--- src/rtl/fll_cfg_ctrl.sv ---
`default_nettype none
// ============================================================================
//  Module      : fll_cfg_ctrl
//  Description : Bridges a req/gnt/rvalid register port onto the FLL
//                configuration handshake (CFGREQ/CFGACK). CFGACK is
//                resynchronised, a minimum handshake window rejects stale
//                ACKs, a timeout aborts hung accesses and an idle gap is
//                enforced after every response.
//  Revision    : 1.0 - initial release
// ============================================================================
module fll_cfg_ctrl #(
    parameter int CFG_ADDR_WIDTH = 4,
    parameter int CFG_DATA_WIDTH = 32,
    parameter int SYNC_STAGES    = 2,
    parameter int TIMEOUT        = 64,
    parameter int GAP_CYCLES     = 4
) (
    input  logic                      clk_i,
    input  logic                      rst_i,
    // register port
    input  logic                      req_i,
    output logic                      gnt_o,
    input  logic [CFG_ADDR_WIDTH-1:0] addr_i,
    input  logic                      we_i,
    input  logic [CFG_DATA_WIDTH-1:0] wdata_i,
    output logic                      rvalid_o,
    output logic [CFG_DATA_WIDTH-1:0] rdata_o,
    output logic                      err_o,
    output logic                      busy_o,
    // FLL configuration interface
    output logic                      fll_cfgreq_o,
    input  logic                      fll_cfgack_i,
    output logic [CFG_ADDR_WIDTH-1:0] fll_cfgad_o,
    output logic [CFG_DATA_WIDTH-1:0] fll_cfgd_o,
    input  logic [CFG_DATA_WIDTH-1:0] fll_cfgq_i,
    output logic                      fll_cfgweb_o
);

    localparam int TW = $clog2(TIMEOUT + 1);
    localparam int GW = (GAP_CYCLES > 1) ? $clog2(GAP_CYCLES) : 1;

    localparam logic [TW-1:0] c_MIN_WIN   = TW'(SYNC_STAGES);
    localparam logic [TW-1:0] c_TMO_LAST  = TW'(TIMEOUT - 1);
    localparam logic [TW-1:0] c_TIMER_MAX = {TW{1'b1}};
    localparam logic [GW-1:0] c_GAP_LAST  = GW'((GAP_CYCLES > 0) ? (GAP_CYCLES - 1) : 0);

    typedef enum logic [1:0] {
        ST_IDLE = 2'd0,
        ST_REQ  = 2'd1,
        ST_RESP = 2'd2,
        ST_GAP  = 2'd3
    } state_t;

    state_t                   r_state;
    state_t                   w_state_nxt;
    logic [SYNC_STAGES-1:0]   r_ack_sync;
    logic                     w_ack_s;
    logic [TW-1:0]            r_timer;
    logic [GW-1:0]            r_gap_cnt;
    logic                     w_grant;
    logic                     w_ack_take;
    logic                     w_timeout;

    assign w_ack_s  = r_ack_sync[SYNC_STAGES-1];
    assign gnt_o    = w_grant;
    assign rvalid_o = (r_state == ST_RESP);
    assign busy_o   = (r_state != ST_IDLE);

    // CFGACK synchroniser: shift the asynchronous level through SYNC_STAGES flops
    always_ff @(posedge clk_i or posedge rst_i) begin
        if (rst_i) begin
            r_ack_sync <= '0;
        end else begin
            r_ack_sync <= {r_ack_sync[SYNC_STAGES-2:0], fll_cfgack_i};
        end
    end

    // State register
    always_ff @(posedge clk_i or posedge rst_i) begin
        if (rst_i) begin
            r_state <= ST_IDLE;
        end else begin
            r_state <= w_state_nxt;
        end
    end

    // Next-state logic; ACK takes priority over the timeout in the same cycle
    always_comb begin
        w_state_nxt = r_state;
        w_grant     = 1'b0;
        w_ack_take  = 1'b0;
        w_timeout   = 1'b0;
        case (r_state)
            ST_IDLE: begin
                w_grant = req_i;
                if (req_i) begin
                    w_state_nxt = ST_REQ;
                end
            end
            ST_REQ: begin
                if (w_ack_s && (r_timer >= c_MIN_WIN)) begin
                    w_ack_take  = 1'b1;
                    w_state_nxt = ST_RESP;
                end else if (r_timer == c_TMO_LAST) begin
                    w_timeout   = 1'b1;
                    w_state_nxt = ST_RESP;
                end
            end
            ST_RESP: begin
                w_state_nxt = (GAP_CYCLES == 0) ? ST_IDLE : ST_GAP;
            end
            ST_GAP: begin
                if (r_gap_cnt == c_GAP_LAST) begin
                    w_state_nxt = ST_IDLE;
                end
            end
            default: begin
                w_state_nxt = ST_IDLE;
            end
        endcase
    end

    // Request launch, handshake window timer and response capture
    always_ff @(posedge clk_i or posedge rst_i) begin
        if (rst_i) begin
            fll_cfgreq_o <= 1'b0;
            fll_cfgad_o  <= '0;
            fll_cfgd_o   <= '0;
            fll_cfgweb_o <= 1'b1;
            rdata_o      <= '0;
            err_o        <= 1'b0;
            r_timer      <= '0;
        end else begin
            if (w_grant) begin
                fll_cfgad_o  <= addr_i;
                fll_cfgd_o   <= wdata_i;
                fll_cfgweb_o <= ~we_i;
                fll_cfgreq_o <= 1'b1;
                r_timer      <= '0;
            end else if (r_state == ST_REQ && r_timer != c_TIMER_MAX) begin
                r_timer <= r_timer + TW'(1);
            end
            if (w_ack_take) begin
                fll_cfgreq_o <= 1'b0;
                rdata_o      <= fll_cfgweb_o ? fll_cfgq_i : '0;
                err_o        <= 1'b0;
            end else if (w_timeout) begin
                fll_cfgreq_o <= 1'b0;
                rdata_o      <= '0;
                err_o        <= 1'b1;
            end
        end
    end

    // Post-response idle gap counter
    always_ff @(posedge clk_i or posedge rst_i) begin
        if (rst_i) begin
            r_gap_cnt <= '0;
        end else if (r_state == ST_RESP) begin
            r_gap_cnt <= '0;
        end else if (r_state == ST_GAP) begin
            r_gap_cnt <= r_gap_cnt + GW'(1);
        end
    end

endmodule
`default_nettype wire
--- config.mk ---
export PLATFORM = sky130hd
export DESIGN_NAME = fll_cfg_ctrl
export DESIGN_NICKNAME = d
export VERILOG_FILES = /design/src/rtl/fll_cfg_ctrl.sv
export SDC_FILE = /design/constraint.sdc
export NUM_CORES = 1
export LEC_CHECK = 0
export CAP_MARGIN = 20
export CORE_ASPECT_RATIO = 0.9
export CORE_MARGIN = 2
export CORE_UTILIZATION = 38
export DETAILED_ROUTE_END_ITERATION = 12
export HOLD_SLACK_MARGIN = 0.05
export PLACE_DENSITY = 0.84
export SLEW_MARGIN = 5
export SYNTH_ARGS = -nofsm -noshare
export SYNTH_HDL_FRONTEND = slang
export SYNTH_SLANG_ARGS = --single-unit
--- constraint.sdc ---
create_clock -name clk_i -period 2.5 [get_ports clk_i]
set_input_delay 0.5 -clock clk_i [delete_from_list [all_inputs] [get_ports clk_i]]
set_output_delay 0.5 -clock clk_i [all_outputs]
set_load 0.05 [all_outputs]
After elaboration in Yosys (flattened, before gate mapping)
Cells that the tools add are included.
- flip-flop bits (word level): 84
- output and inout port bits: 74
- input bits: 73
- word-level logic and storage cells: 55
- reduce and logical (&&, ||, !) cells: 9
- add/sub/neg operators: 2
- mux-type cells: 23
- bitwise logic cells: 1
- equal/unequal tests: 9
- order comparisons: 1
- operators with widths (cell ; count):
    32-bit two-way mux ; 3
    7-bit two-way mux ; 2
    2-bit two-way mux ; 6
    1-bit two-way mux ; 11
    2-bit case mux with 4 select lines ; 1
    2-bit nonzero test ; 4
    7-bit by 1-bit adder with 7-bit output (second input constant) ; 1
    7-bit by 6-bit equality test with 1-bit output (second input constant) ; 1
    7-bit by 2-bit >= comparator with 1-bit output (second input constant) ; 1
    7-bit != test (second input constant) ; 1
    2-bit equality test (second input constant) ; 3
    2-bit != test (second input constant) ; 2
    3-bit != test (second input constant) ; 1
    3-bit AND reduction ; 1
    3-bit nonzero test ; 1
    2-bit by 1-bit adder with 2-bit output (second input constant) ; 1
    2-bit by 1-bit equality test with 1-bit output (second input constant) ; 1
    1-bit logical AND ; 2
    2-bit zero test ; 1
    1-bit inverter ; 1

Logic depth before layout (Yosys ltp)
Gate-level depths: netlist of run 1.
- word-level depth: 6
- depth in mapped cells: 8
- depth with buffers taken out: 6

Least setup slack after synthesis of run 1
Ideal clock, no wire load.
- kind: register to output
- start point: reg r_state[0]
- end point: out gnt_o
- slack: 507 ps
- path buffers: 1
- data required time: 2000 ps
- data arrival time: 1493 ps
- cell stages (with the launch flop): 6
- cell sequence: dfrtp_1 > inv_1 > ha_1 > nand2_1 > inv_2 > clkbuf_1
- cells in the longest elaborated chain, start to end: 2
- RTL lines (element ; RTL line ; RTL):
    start, declared ; 54 ; state_t r_state;
    start signal, assigned ; 83 ; r_state <= w_state_nxt;
    2-bit zero test ; 93 ; case (r_state)
    1-bit two-way mux ; 93 ;
    end, declared ; 22 ; output logic gnt_o,
No other way between the ends.

Worst setup path after layout of run 1
- start point: reg fll_cfgweb_o
- end point: out fll_cfgweb_o
- RTL lines (element ; RTL line ; RTL):
    start, declared ; 36 ; output logic fll_cfgweb_o
    start signal, assigned ; 137 ; fll_cfgweb_o <= ~we_i;
No word-level cell between the ends.

==> results of run 1 <==
==> where the power goes <==
part | switching (mW) | internal [mW]
Combinational | 2.52 | 1.35
Clock | 0.494 | 0.774
Sequential | 0.327 | 1.88
Total | 3.34 | 4.00
==> cell usage after synthesis, types with 2 or more instances <==
library cell	count	area, um^2
a21oi_1	4	20.02
nand2_1	111	416.7
dfrtp_1	83	2077
buf_8	3	45.04
xnor2_1	3	26.28
mux2i_1	2	20.02
clkbuf_1	8	30.03
nor2_1	8	30.03
a211oi_1	3	22.52
inv_1	7	26.28
and3_1	2	12.51
a31oi_1	4	25.02
a22o_1	32	280.3
buf_2	3	15.01
ha_1	8	100.1
==> per-stage QoR <==
step	hold slack (ns)	total power [mW]	util (%)	setup slack, ns
6_report	0.3606	7.338	60.87	0.2692
2_1_floorplan	0.3312	4.757	-	0.5074
3_5_place_dp	0.3411	6.116	57.47	0.1908
5_1_grt	0.3625	7.737	60.87	0.2170
4_1_cts	0.3608	7.412	60.64	0.03566
3_3_place_gp	0.3386	6.005	57.47	0.3652
==> flip-flops by register name, summed over array words and instances (netlist names) <==
register,cells
fll_cfgd_o,32
rdata_o,32
r_timer,7
fll_cfgad_o,4
r_ack_sync,2
r_gap_cnt,2
r_state,2
err_o,1
fll_cfgreq_o,1
fll_cfgweb_o,1
==> cell type report <==
class | count | share of cell area, %
flip-flops and latches | 84 | 40.52
repair buffers | 153 | 29.84
multi-input cells | 192 | 20.92
well taps | 119 | 2.868
clock inverters | 7 | 2.820
clock buffers | 9 | 2.386
inverters | 8 | 0.6508
==> routing by layer <==
layer  up-vias  share of wire [%]  global-route usage, %
met4         0                1.2                  5.667
met3        10                 10                  6.189
met2       121                 46                  27.61
met1      1329                 42                  21.58
met5         -                  0                      0
li1       1297                  -                      -
==> worst max path at each step <==
stage,start,to,cells after the start
after floorplan,r_state[0],gnt_o,5
after global placement,r_timer[0],rdata_o[28],6
after detailed placement,r_timer[0],rdata_o[26],6
after CTS,r_state[0],rvalid_o,3
after global routing,fll_cfgweb_o,fll_cfgweb_o,1
final,fll_cfgweb_o,fll_cfgweb_o,1
==> logic make-up (layout without fill, tap and decap cells) <==
kind of cell               after synthesis  in the layout  share of synthesized area (%)
AOI/OAI and AO/OA                       51             51                          12.65
xor gates and xnor gates                 3              3                         0.7905
adders and majority gates                8              8                          3.011
buffers and inverters                   24            177                          4.064
DFF                                     84             84                          63.27
muxes                                    3              3                         0.9409
and+or+nand+nor                        127            127                          15.28
==> timing repair <==
| action | 4_1_cts | 5_1_grt |
|---|---|---|
| buffers inserted | 0 | 0 |
| endpoints found under the setup margin | 0 | 2 |
| resized for setup | 0 | 2 |
==> results.sh, run 1 <==
export IMPL_start_util_pct=38.98
export IMPL_powerDensity_nw_per_um2=1414
export IMPL_hold_path_class="reg2reg"
export IMPL_ios=147
export IMPL_irDropWorstVdd_v=0.0006869
export IMPL_fin_crit_ns=2.231
export IMPL_fin_nets=529
export IMPL_via_count=2757
export IMPL_grt_antenna_before_repair=0
export IMPL_ff2ff_path_depth=7
export IMPL_seq_area_um2=2103
export IMPL_grt_max_degree=85
export IMPL_worstPathArrival_ns=1.73
export IMPL_ys_seq_area_share_pct=63.27
export IMPL_grt_pass1_vias=2686
export IMPL_drc_errors=0
export IMPL_rsz0062_at_grt="false"
export IMPL_hold_buffers=0
export IMPL_setup_tns_ns=0
export IMPL_layout_commonest_cell="clkdlybuf4s50_1"
export IMPL_synth_avg_cell_area_um2=11.08
export IMPL_ys_ff_latch=84
export IMPL_coreArea_um2=8528
export IMPL_cts_made_buffers=9
export IMPL_die_width_um=102.6
export IMPL_start_kind="register"
export IMPL_clock_latency_ns=0.35
export IMPL_instances_no_fill=572
export IMPL_synth_edf_count=0
export IMPL_dpl_hpwl_um=5719
export IMPL_die_area_um2=9514
export IMPL_clkTransAtPathRegs_ns=0.10
export IMPL_ys_async_sr_fraction_pct=100.0
export IMPL_fill_cells=694
export IMPL_cts_tree="built"
export IMPL_final_cell_mix="clkdlybuf4s50_1 (143), nand2_1 (111), dfrtp_1 (83)"
export IMPL_hold_violations=0
export IMPL_cts_sinks=84
export IMPL_hold_depth=0
export IMPL_cp_top_family="buffers and inverters"
export IMPL_viasPerCell=4.820
export IMPL_status="finished, final reports clean"
export IMPL_dp_cells=555
export IMPL_r2r_start="r_timer[0]"
export IMPL_yosysWarnings=0
export IMPL_n_antenna_cell=0
export IMPL_drv_cap=0
export IMPL_multiInputGateArea_um2=1086
export IMPL_cts_root_buf="clkbuf_8"
export IMPL_crit_required_ns=2.00
export IMPL_dr_first_iter_drc_count=96
export IMPL_fin_skew_ns=0.01934
export IMPL_cp_num_buf_inv=1
export IMPL_antenna_left=0
export IMPL_synth_cell_area_um2=3324
export IMPL_gp_congestion=0.8389
export IMPL_worstPathMaxFanout=3
export IMPL_io_buffer_count=146
export IMPL_cp_cell_sequence="clkdlybuf4s50_1"
export IMPL_wl_um=8115
export IMPL_worst_pin_slew_ns=0.5445
export IMPL_post_dp_cell_area_um2=4901
export IMPL_grt_pass1_wl_um=12850
export IMPL_hold_path_startpoint="r_ack_sync[0]"
export IMPL_dr_pass1_iters=4
export IMPL_design_area_um2=5191
export IMPL_end_kind="primary output"
export IMPL_rrSetupSlack_ns=0.59
export IMPL_whs_endpoint="r_ack_sync[1]"
export IMPL_syn2layout_area_growth_pct=56.15
export IMPL_yosys_most_used_dff="dfrtp_1"
export IMPL_grtUsageTotal_pct=17.23
export IMPL_wl_per_cell_um=14.19
export IMPL_die_h_um=92.74
export IMPL_drv_slew=0
export IMPL_std_cell_rows=32
export IMPL_slew_headroom_pct=63.59
export IMPL_syn_inst=300
export IMPL_syn_nets=381
export IMPL_r2r_end="rdata_o[9]"
export IMPL_leakage_nw=2.455
export IMPL_synth_distinct_cells=34
export IMPL_drive_gt1_share_pct=7.285
export IMPL_slowest_stage="clkdlybuf4s50_1"
export IMPL_setup_viol=0
export IMPL_period_share_pct=89.23
export IMPL_fmaxAchievable_ghz=0.4483
export IMPL_grt_overflow_total=0
export IMPL_cts_path_max_buffers=2
export IMPL_path_class="reg2out"
export IMPL_cp_slowest_stage_delay_ns=0.81
export IMPL_htree_levels=3
No activity file was read; power rests on OpenSTA's default activity.
==> run 2: changes to the inputs <==
--- a/config.mk
+++ b/config.mk
@@ -5,10 +5,12 @@
 export SDC_FILE = /design/constraint.sdc
 export NUM_CORES = 1
 export LEC_CHECK = 0
+export ABC_CLOCK_PERIOD_IN_PS = 2500
 export CAP_MARGIN = 20
 export CORE_ASPECT_RATIO = 0.9
 export CORE_MARGIN = 2
 export CORE_UTILIZATION = 38
+export CTS_CLUSTER_SIZE = 28
 export DETAILED_ROUTE_END_ITERATION = 12
 export HOLD_SLACK_MARGIN = 0.05
 export PLACE_DENSITY = 0.84
==> results of run 2 <==
Final layout, timing and power as in run 1 (identical DEF).
==> run 3: changes to the inputs <==
--- a/config.mk
+++ b/config.mk
@@ -10,7 +10,7 @@
 export CORE_ASPECT_RATIO = 0.9
 export CORE_MARGIN = 2
 export CORE_UTILIZATION = 38
-export CTS_CLUSTER_SIZE = 28
+export CTS_CLUSTER_SIZE = 12
 export DETAILED_ROUTE_END_ITERATION = 12
 export HOLD_SLACK_MARGIN = 0.05
 export PLACE_DENSITY = 0.84
==> results of run 3 <==
Final layout, timing and power as in run 1 (identical DEF).
